`src/rtl/sprite_blitter_if.sv`:
```
`default_nettype none
// ============================================================================
//  Module   : sprite_blitter_if
//  Brief    : Request, descriptor, sprite-ROM and frame-buffer signals of the
//             sprite blitter. The blitter connects as slave, the system as master.
//  Revision : 1.0
// ============================================================================
interface sprite_blitter_if;
    logic               req_valid;
    logic               req_ready;
    logic [5:0]         req_id;
    logic [10:0]        req_x;
    logic [10:0]        req_y;
    logic               req_flip;
    logic [5:0]         obj_id;
    logic [10:0]        obj_h;
    logic [10:0]        obj_w;
    logic [18:0]        obj_addr;
    logic [18:0]        rom_addr;
    logic [11:0]        rom_data;
    logic               fb_we;
    logic [18:0]        fb_addr;
    logic [11:0]        fb_data;
    logic               busy;
    logic               done;

    modport slave (
        input  req_valid, req_id, req_x, req_y, req_flip,
        input  obj_h, obj_w, obj_addr, rom_data,
        output req_ready, obj_id, rom_addr, fb_we, fb_addr, fb_data, busy, done
    );

    modport master (
        output req_valid, req_id, req_x, req_y, req_flip,
        output obj_h, obj_w, obj_addr, rom_data,
        input  req_ready, obj_id, rom_addr, fb_we, fb_addr, fb_data, busy, done
    );
endinterface
`default_nettype wire

```
`src/rtl/sprite_blitter.sv`:
```
`default_nettype none
// ============================================================================
//  Module   : sprite_blitter
//  Brief    : Walks a sprite from ROM row by row and writes its opaque,
//             on-screen pixels into the frame buffer.
//  Revision : 1.0
// ============================================================================
module sprite_blitter #(
    parameter int unsigned SCR_W = 640,
    parameter int unsigned SCR_H = 480,
    parameter logic [11:0] TRANS = 12'hF0F
) (
    input  logic            clk,
    input  logic            rst_n,
    sprite_blitter_if.slave bus
);

    typedef enum logic [1:0] {
        ST_IDLE   = 2'd0,
        ST_LOOKUP = 2'd1,
        ST_RUN    = 2'd2,
        ST_DRAIN  = 2'd3
    } state_t;

    localparam logic signed [12:0] c_scr_w = 13'(SCR_W);
    localparam logic signed [12:0] c_scr_h = 13'(SCR_H);

    state_t             state_q, state_d;
    logic [5:0]         id_q, id_d;
    logic [10:0]        x_q, x_d, y_q, y_d;
    logic               flip_q, flip_d;
    logic [10:0]        h_q, h_d, w_q, w_d;
    logic [18:0]        base_q, base_d;
    logic [10:0]        row_q, row_d, col_q, col_d;
    logic               pend_q, pend_d;
    logic signed [12:0] sx_q, sx_d, sy_q, sy_d;
    logic               done_q, done_d;

    logic               w_last;
    logic [10:0]        w_col_off;
    logic [18:0]        w_row_off;
    logic               w_on;
    logic [18:0]        w_fb_lin;

    assign w_last    = (row_q == h_q - 11'd1) && (col_q == w_q - 11'd1);
    assign w_col_off = flip_q ? (w_q - 11'd1 - col_q) : col_q;
    assign w_row_off = 19'(row_q) * 19'(w_q);

    always_comb begin
        state_d = state_q;
        id_d    = id_q;
        x_d     = x_q;
        y_d     = y_q;
        flip_d  = flip_q;
        h_d     = h_q;
        w_d     = w_q;
        base_d  = base_q;
        row_d   = row_q;
        col_d   = col_q;
        pend_d  = 1'b0;
        sx_d    = sx_q;
        sy_d    = sy_q;
        done_d  = 1'b0;
        case (state_q)
            ST_IDLE: begin
                if (bus.req_valid) begin
                    id_d    = bus.req_id;
                    x_d     = bus.req_x;
                    y_d     = bus.req_y;
                    flip_d  = bus.req_flip;
                    state_d = ST_LOOKUP;
                end
            end
            ST_LOOKUP: begin
                h_d    = bus.obj_h;
                w_d    = bus.obj_w;
                base_d = bus.obj_addr;
                row_d  = 11'd0;
                col_d  = 11'd0;
                if (bus.obj_h == 11'd0 || bus.obj_w == 11'd0) begin
                    state_d = ST_IDLE;
                    done_d  = 1'b1;
                end else begin
                    state_d = ST_RUN;
                end
            end
            ST_RUN: begin
                // Screen position rides one cycle behind the read to meet the ROM data.
                pend_d = 1'b1;
                sx_d   = $signed({{2{x_q[10]}}, x_q}) + $signed({2'b00, col_q});
                sy_d   = $signed({{2{y_q[10]}}, y_q}) + $signed({2'b00, row_q});
                if (col_q == w_q - 11'd1) begin
                    col_d = 11'd0;
                    row_d = row_q + 11'd1;
                end else begin
                    col_d = col_q + 11'd1;
                end
                if (w_last) begin
                    state_d = ST_DRAIN;
                    done_d  = 1'b1;
                end
            end
            ST_DRAIN: begin
                state_d = ST_IDLE;
            end
            default: state_d = ST_IDLE;
        endcase
    end

    always_ff @(posedge clk) begin
        if (!rst_n) begin
            state_q <= ST_IDLE;
            id_q    <= '0;
            x_q     <= '0;
            y_q     <= '0;
            flip_q  <= 1'b0;
            h_q     <= '0;
            w_q     <= '0;
            base_q  <= '0;
            row_q   <= '0;
            col_q   <= '0;
            pend_q  <= 1'b0;
            sx_q    <= '0;
            sy_q    <= '0;
            done_q  <= 1'b0;
        end else begin
            state_q <= state_d;
            id_q    <= id_d;
            x_q     <= x_d;
            y_q     <= y_d;
            flip_q  <= flip_d;
            h_q     <= h_d;
            w_q     <= w_d;
            base_q  <= base_d;
            row_q   <= row_d;
            col_q   <= col_d;
            pend_q  <= pend_d;
            sx_q    <= sx_d;
            sy_q    <= sy_d;
            done_q  <= done_d;
        end
    end

    assign w_on = pend_q && (bus.rom_data != TRANS) &&
                  (sx_q >= 13'sd0) && (sx_q < c_scr_w) &&
                  (sy_q >= 13'sd0) && (sy_q < c_scr_h);
    assign w_fb_lin = 19'(sy_q) * 19'(SCR_W) + 19'(sx_q);

    assign bus.req_ready = (state_q == ST_IDLE);
    assign bus.busy      = (state_q != ST_IDLE);
    assign bus.done      = done_q;
    assign bus.obj_id    = id_q;
    assign bus.rom_addr  = (state_q == ST_RUN) ? (base_q + w_row_off + 19'(w_col_off)) : 19'd0;
    assign bus.fb_we     = w_on;
    assign bus.fb_addr   = w_on ? w_fb_lin : 19'd0;
    assign bus.fb_data   = w_on ? bus.rom_data : 12'd0;

endmodule
`default_nettype wire

```
`src/flat_wrapper.sv`:
```
// flat-port wrapper written by rule: the top's interface ports become plain ports
module sprite_blitter_flat 
#(
    parameter int unsigned SCR_W = 640,
    parameter int unsigned SCR_H = 480,
    parameter logic [11:0] TRANS = 12'hF0F
)
  (clk, rst_n, bus_req_valid, bus_req_id, bus_req_x, bus_req_y, bus_req_flip, bus_obj_h, bus_obj_w, bus_obj_addr, bus_rom_data, bus_req_ready, bus_obj_id, bus_rom_addr, bus_fb_we, bus_fb_addr, bus_fb_data, bus_busy, bus_done);
  sprite_blitter_if bus_i ();
  input  logic clk;
  input  logic rst_n;
  input wire logic [$bits(bus_i.req_valid)-1:0] bus_req_valid;
  input wire logic [$bits(bus_i.req_id)-1:0] bus_req_id;
  input wire logic [$bits(bus_i.req_x)-1:0] bus_req_x;
  input wire logic [$bits(bus_i.req_y)-1:0] bus_req_y;
  input wire logic [$bits(bus_i.req_flip)-1:0] bus_req_flip;
  input wire logic [$bits(bus_i.obj_h)-1:0] bus_obj_h;
  input wire logic [$bits(bus_i.obj_w)-1:0] bus_obj_w;
  input wire logic [$bits(bus_i.obj_addr)-1:0] bus_obj_addr;
  input wire logic [$bits(bus_i.rom_data)-1:0] bus_rom_data;
  output wire logic [$bits(bus_i.req_ready)-1:0] bus_req_ready;
  output wire logic [$bits(bus_i.obj_id)-1:0] bus_obj_id;
  output wire logic [$bits(bus_i.rom_addr)-1:0] bus_rom_addr;
  output wire logic [$bits(bus_i.fb_we)-1:0] bus_fb_we;
  output wire logic [$bits(bus_i.fb_addr)-1:0] bus_fb_addr;
  output wire logic [$bits(bus_i.fb_data)-1:0] bus_fb_data;
  output wire logic [$bits(bus_i.busy)-1:0] bus_busy;
  output wire logic [$bits(bus_i.done)-1:0] bus_done;
  assign bus_i.req_valid = bus_req_valid;
  assign bus_i.req_id = bus_req_id;
  assign bus_i.req_x = bus_req_x;
  assign bus_i.req_y = bus_req_y;
  assign bus_i.req_flip = bus_req_flip;
  assign bus_i.obj_h = bus_obj_h;
  assign bus_i.obj_w = bus_obj_w;
  assign bus_i.obj_addr = bus_obj_addr;
  assign bus_i.rom_data = bus_rom_data;
  assign bus_req_ready = bus_i.req_ready;
  assign bus_obj_id = bus_i.obj_id;
  assign bus_rom_addr = bus_i.rom_addr;
  assign bus_fb_we = bus_i.fb_we;
  assign bus_fb_addr = bus_i.fb_addr;
  assign bus_fb_data = bus_i.fb_data;
  assign bus_busy = bus_i.busy;
  assign bus_done = bus_i.done;
  sprite_blitter #(.SCR_W(SCR_W), .SCR_H(SCR_H), .TRANS(TRANS)) u_core (.clk(clk), .rst_n(rst_n), .bus(bus_i));
endmodule
```
`config.mk`:
```
export PLATFORM = sky130hd
export DESIGN_NAME = sprite_blitter_flat
export DESIGN_NICKNAME = d
export VERILOG_FILES = /design/src/rtl/sprite_blitter_if.sv /design/src/rtl/sprite_blitter.sv /design/src/flat_wrapper.sv
export SDC_FILE = /design/constraint.sdc
export NUM_CORES = 1
export LEC_CHECK = 0
export ABC_AREA = 0
export BUFFER_PORTS_ARGS = -buffer_cell sky130_fd_sc_hd__buf_2
export CORE_ASPECT_RATIO = 0.6
export CORE_MARGIN = 1.5
export CORE_UTILIZATION = 33
export CTS_BUF_LIST = sky130_fd_sc_hd__clkbuf_8
export DETAILED_ROUTE_END_ITERATION = 6
export PLACE_DENSITY_LB_ADDON = 0.05
export SKIP_CTS_REPAIR_TIMING = 1
export SYNTH_ARGS = -nofsm -noshare
export SYNTH_HDL_FRONTEND = slang
export SYNTH_SLANG_ARGS = --single-unit
```
`constraint.sdc`:
```
create_clock -name clk -period 12.4 [get_ports clk]
set_clock_uncertainty 0.15 [all_clocks]
set_input_delay 2.48 -clock clk [delete_from_list [all_inputs] [get_ports clk]]
set_output_delay 2.48 -clock clk [all_outputs]
set_load 0.02 [all_outputs]
```
==> results_dict.tcl <==
set metrics [dict create \
    grt_usage_pct 18.2 \
    max_stage_delay_ps 630 \
    antenna_found_initial 1 \
    die_w_microns 256 \
    endpoint_kind "output pin" \
    final_hold_viol_count 0 \
    yosys_warnings 0 \
    fin_util_pct 37.7 \
    synth.area.mux_share_pct 4.83 \
    pwr_density_cell_nw_per_um2 89.6 \
    cts_root_buf "clkbuf_8" \
    globalplace.congestion 0.835 \
    core_sq_um 37800 \
    synth_top_family_by_area "adder cells" \
    crit_top_cell "fa_1" \
    synth-adder-area-share_pct 29.0 \
    startpoint_type "register" \
    status "finished clean" \
    drv_slew 0 \
    ys_async_sr_fraction_pct 0 \
    required_ps 9770 \
    dieArea_sq_um 39600 \
    synth_compound_area_share_pct 12.3 \
    crit_arrival_ps 8910 \
    yosysTopAreaCellShare_pct 19.3 \
    syn2layout_area_growth_pct 12.2 \
    avgRoutedWirePerCell_microns 16.6 \
    nNetsFinal 1904 \
    max_cap_violations 0 \
    path_clk_slew_ps 90 \
    row_count 55 \
    r2r_slack_ps 8230 \
    synth_common_cells "inv_1, nand2_1, dfxtp_1" \
    synthCells 1492 \
    ys_ff_latch 122 \
    finalCritPeriodShare_pct 93.1 \
    clock_path_buffers 2 \
    drt_wl_total_microns 35200 \
    worst-path-max-fanout 16 \
    yosysTopAreaCell "dfxtp_1" \
    grt_setup_unrepaired "false" \
    vias_per_cell 4.83 \
    die_h_microns 155 \
    seq_area_frac_synth_pct 19.3 \
    clkLatencyLatePin_ps 470 \
    grt_pass1_vias 9959 \
    grt_pass1_wl_microns 56400 \
    synth_flop_cell "dfxtp_1" \
    synth-xor-area-share_pct 5.77 \
    netlist_area_sq_um 12700 \
    synth_area_per_cell_sq_um 8.50 \
    slew_headroom_pct 34.9 \
    cts_max_level 4 \
    cts_tree "done" \
    post_route_cells_drive_above_1_share_pct 12.6 \
    leakagePower_nw 6.68 \
    clkSinkCount 122 \
    route.detailed.drc 0 \
    synth_fp_nets 1804 \
    yosys.area_share.simple_pct 21.0 \
    synth_cell_types 66 \
    drt_iter0_markers 633 \
    synth_area_leaders "dfxtp_1, fa_1, ha_1, inv_1, nand2_1" \
    fin_setup_tns_ps 0 \
    crit_type "register to output pin" \
    setup_viol 0 \
    synth.most_common_cell "inv_1" \
    dp.final_hpwl_microns 27200 \
    cts_buffers 17 \
    port_buffers 144 \
    grt_max_degree 70 \
    max_freq_mhz 86.6 \
    drt-pass1-iter-count 5 \
    vias 10230 \
    synth-edff-count 0 \
    ant_nets 0 \
    hold_path_class "register to register" \
    peakVddDrop_v 0.0000830 \
    grt-ovfl-total 0 \
    ios 145 \
    crit_slowest_cell "a2111oi_1" \
    tightest_slew_ps 972 \
    period_needed_ps 11540 \
    start_util_pct 33.6 \
]
## per-stage QoR
stage	setup WS [ps]	std cells	hold slack, ps	total power [W]	cell area (sq um)
3_5_place_dp	1420	2086	310	0.000913	13800
5_1_grt	353	2117	338	0.00137	14200
6_report	859	2118	316	0.00127	14200
3_3_place_gp	1540	2086	300	0.000911	13800
2_1_floorplan	2280	1492	296	0.000793	12700
4_1_cts	833	2117	322	0.00129	14200
## placed cells by master, fill, tap and decap left out, types with 14 or more instances in the layout
cell type  Yosys  routed
nor2b_1       71      71
and2_1        89      89
ha_1         115     113
xnor2_1       48      48
clkbuf_8       0      18
a21boi_0      31      31
buf_2          4     143
nand2_1      169     169
o21ai_0       38      38
nor2_1        63      63
nor3_1        29      29
o211ai_1      14      14
inv_1        183     185
dfxtp_1      122     122
a21o_1        18      18
fa_1         112     112
a21oi_1       43      43
mux2i_1       60      60
nand3_1       28      28
xor2_1        33      33
## cell type report
type	instances	area [sq um]
Antenna cell	1	2.50
Clock buffer	18	248
Clock inverter	13	130
Fill cell	3932	23600
Inverter	183	687
Multi-Input combinational cell	1113	9270
Sequential cell	122	2440
Tap cell	513	642
Timing Repair Buffer	155	806
## report_power, final
| part | switching, W | internal, W |
|---|---|---|
| clock | 0.000190 | 0.000181 |
| sequential | 0.0000424 | 0.000419 |
| combinational | 0.000256 | 0.000186 |
| total | 0.000488 | 0.000786 |
## sequential cells by signal (all words and copies together), names as in the netlist, named ones only
signal	flops
u_core.h_q	11
u_core.y_q	11
u_core.base_q	19
u_core.w_q	11
u_core.pend_q	1
u_core.x_q	11
u_core.state_q	1
u_core.sy_q	13
u_core.sx_q	13
u_core.bus.obj_id	6
u_core.row_q	11
u_core.bus.done	1
u_core.col_q	11
u_core.flip_q	1
## path summary, 6_finish.rpt
check | startpoint | endpoint | depth (start not counted)
min reg2reg | u_core.bus.obj_id[3] | u_core.bus.obj_id[3] | 2
max reg2reg | u_core.w_q[3] | u_core.col_q[9] | 12
min | u_core.bus.obj_id[3] | u_core.bus.obj_id[3] | 2
max | u_core.w_q[0] | bus_rom_addr[18] | 26
## logic make-up (layout without fill, tap and decap cells)
kind of cell / after synthesis / count (layout)
fa+ha+maj: 227 / 227
flops: 122 / 122
simple gates: 521 / 521
compound gates: 222 / 222
xor+xnor: 82 / 82
other cells: 0 / 1
buf+inv: 257 / 369
mux: 61 / 61
## metal layers
metal / track usage (%) / vias to the layer above / wire length [microns]
met5: 0 / - / 0
met4: 3.47 / 0 / 270
met3: 2.79 / 14 / 1130
met2: 25.7 / 150 / 14000
met1: 28.8 / 4956 / 19800
li1: - / 5110 / -
## critical path, delay by kind of cell (launching register included)
family,cells,cell delay [ps]
flip-flops,1,620
AO/OA/AOI/OAI,9,2720
XOR/XNOR,2,410
buffers and inverters,4,420
AND/OR/NAND/NOR,3,990
adder cells (fa/ha/maj),8,3280
Power figures use the tool's default switching activity.
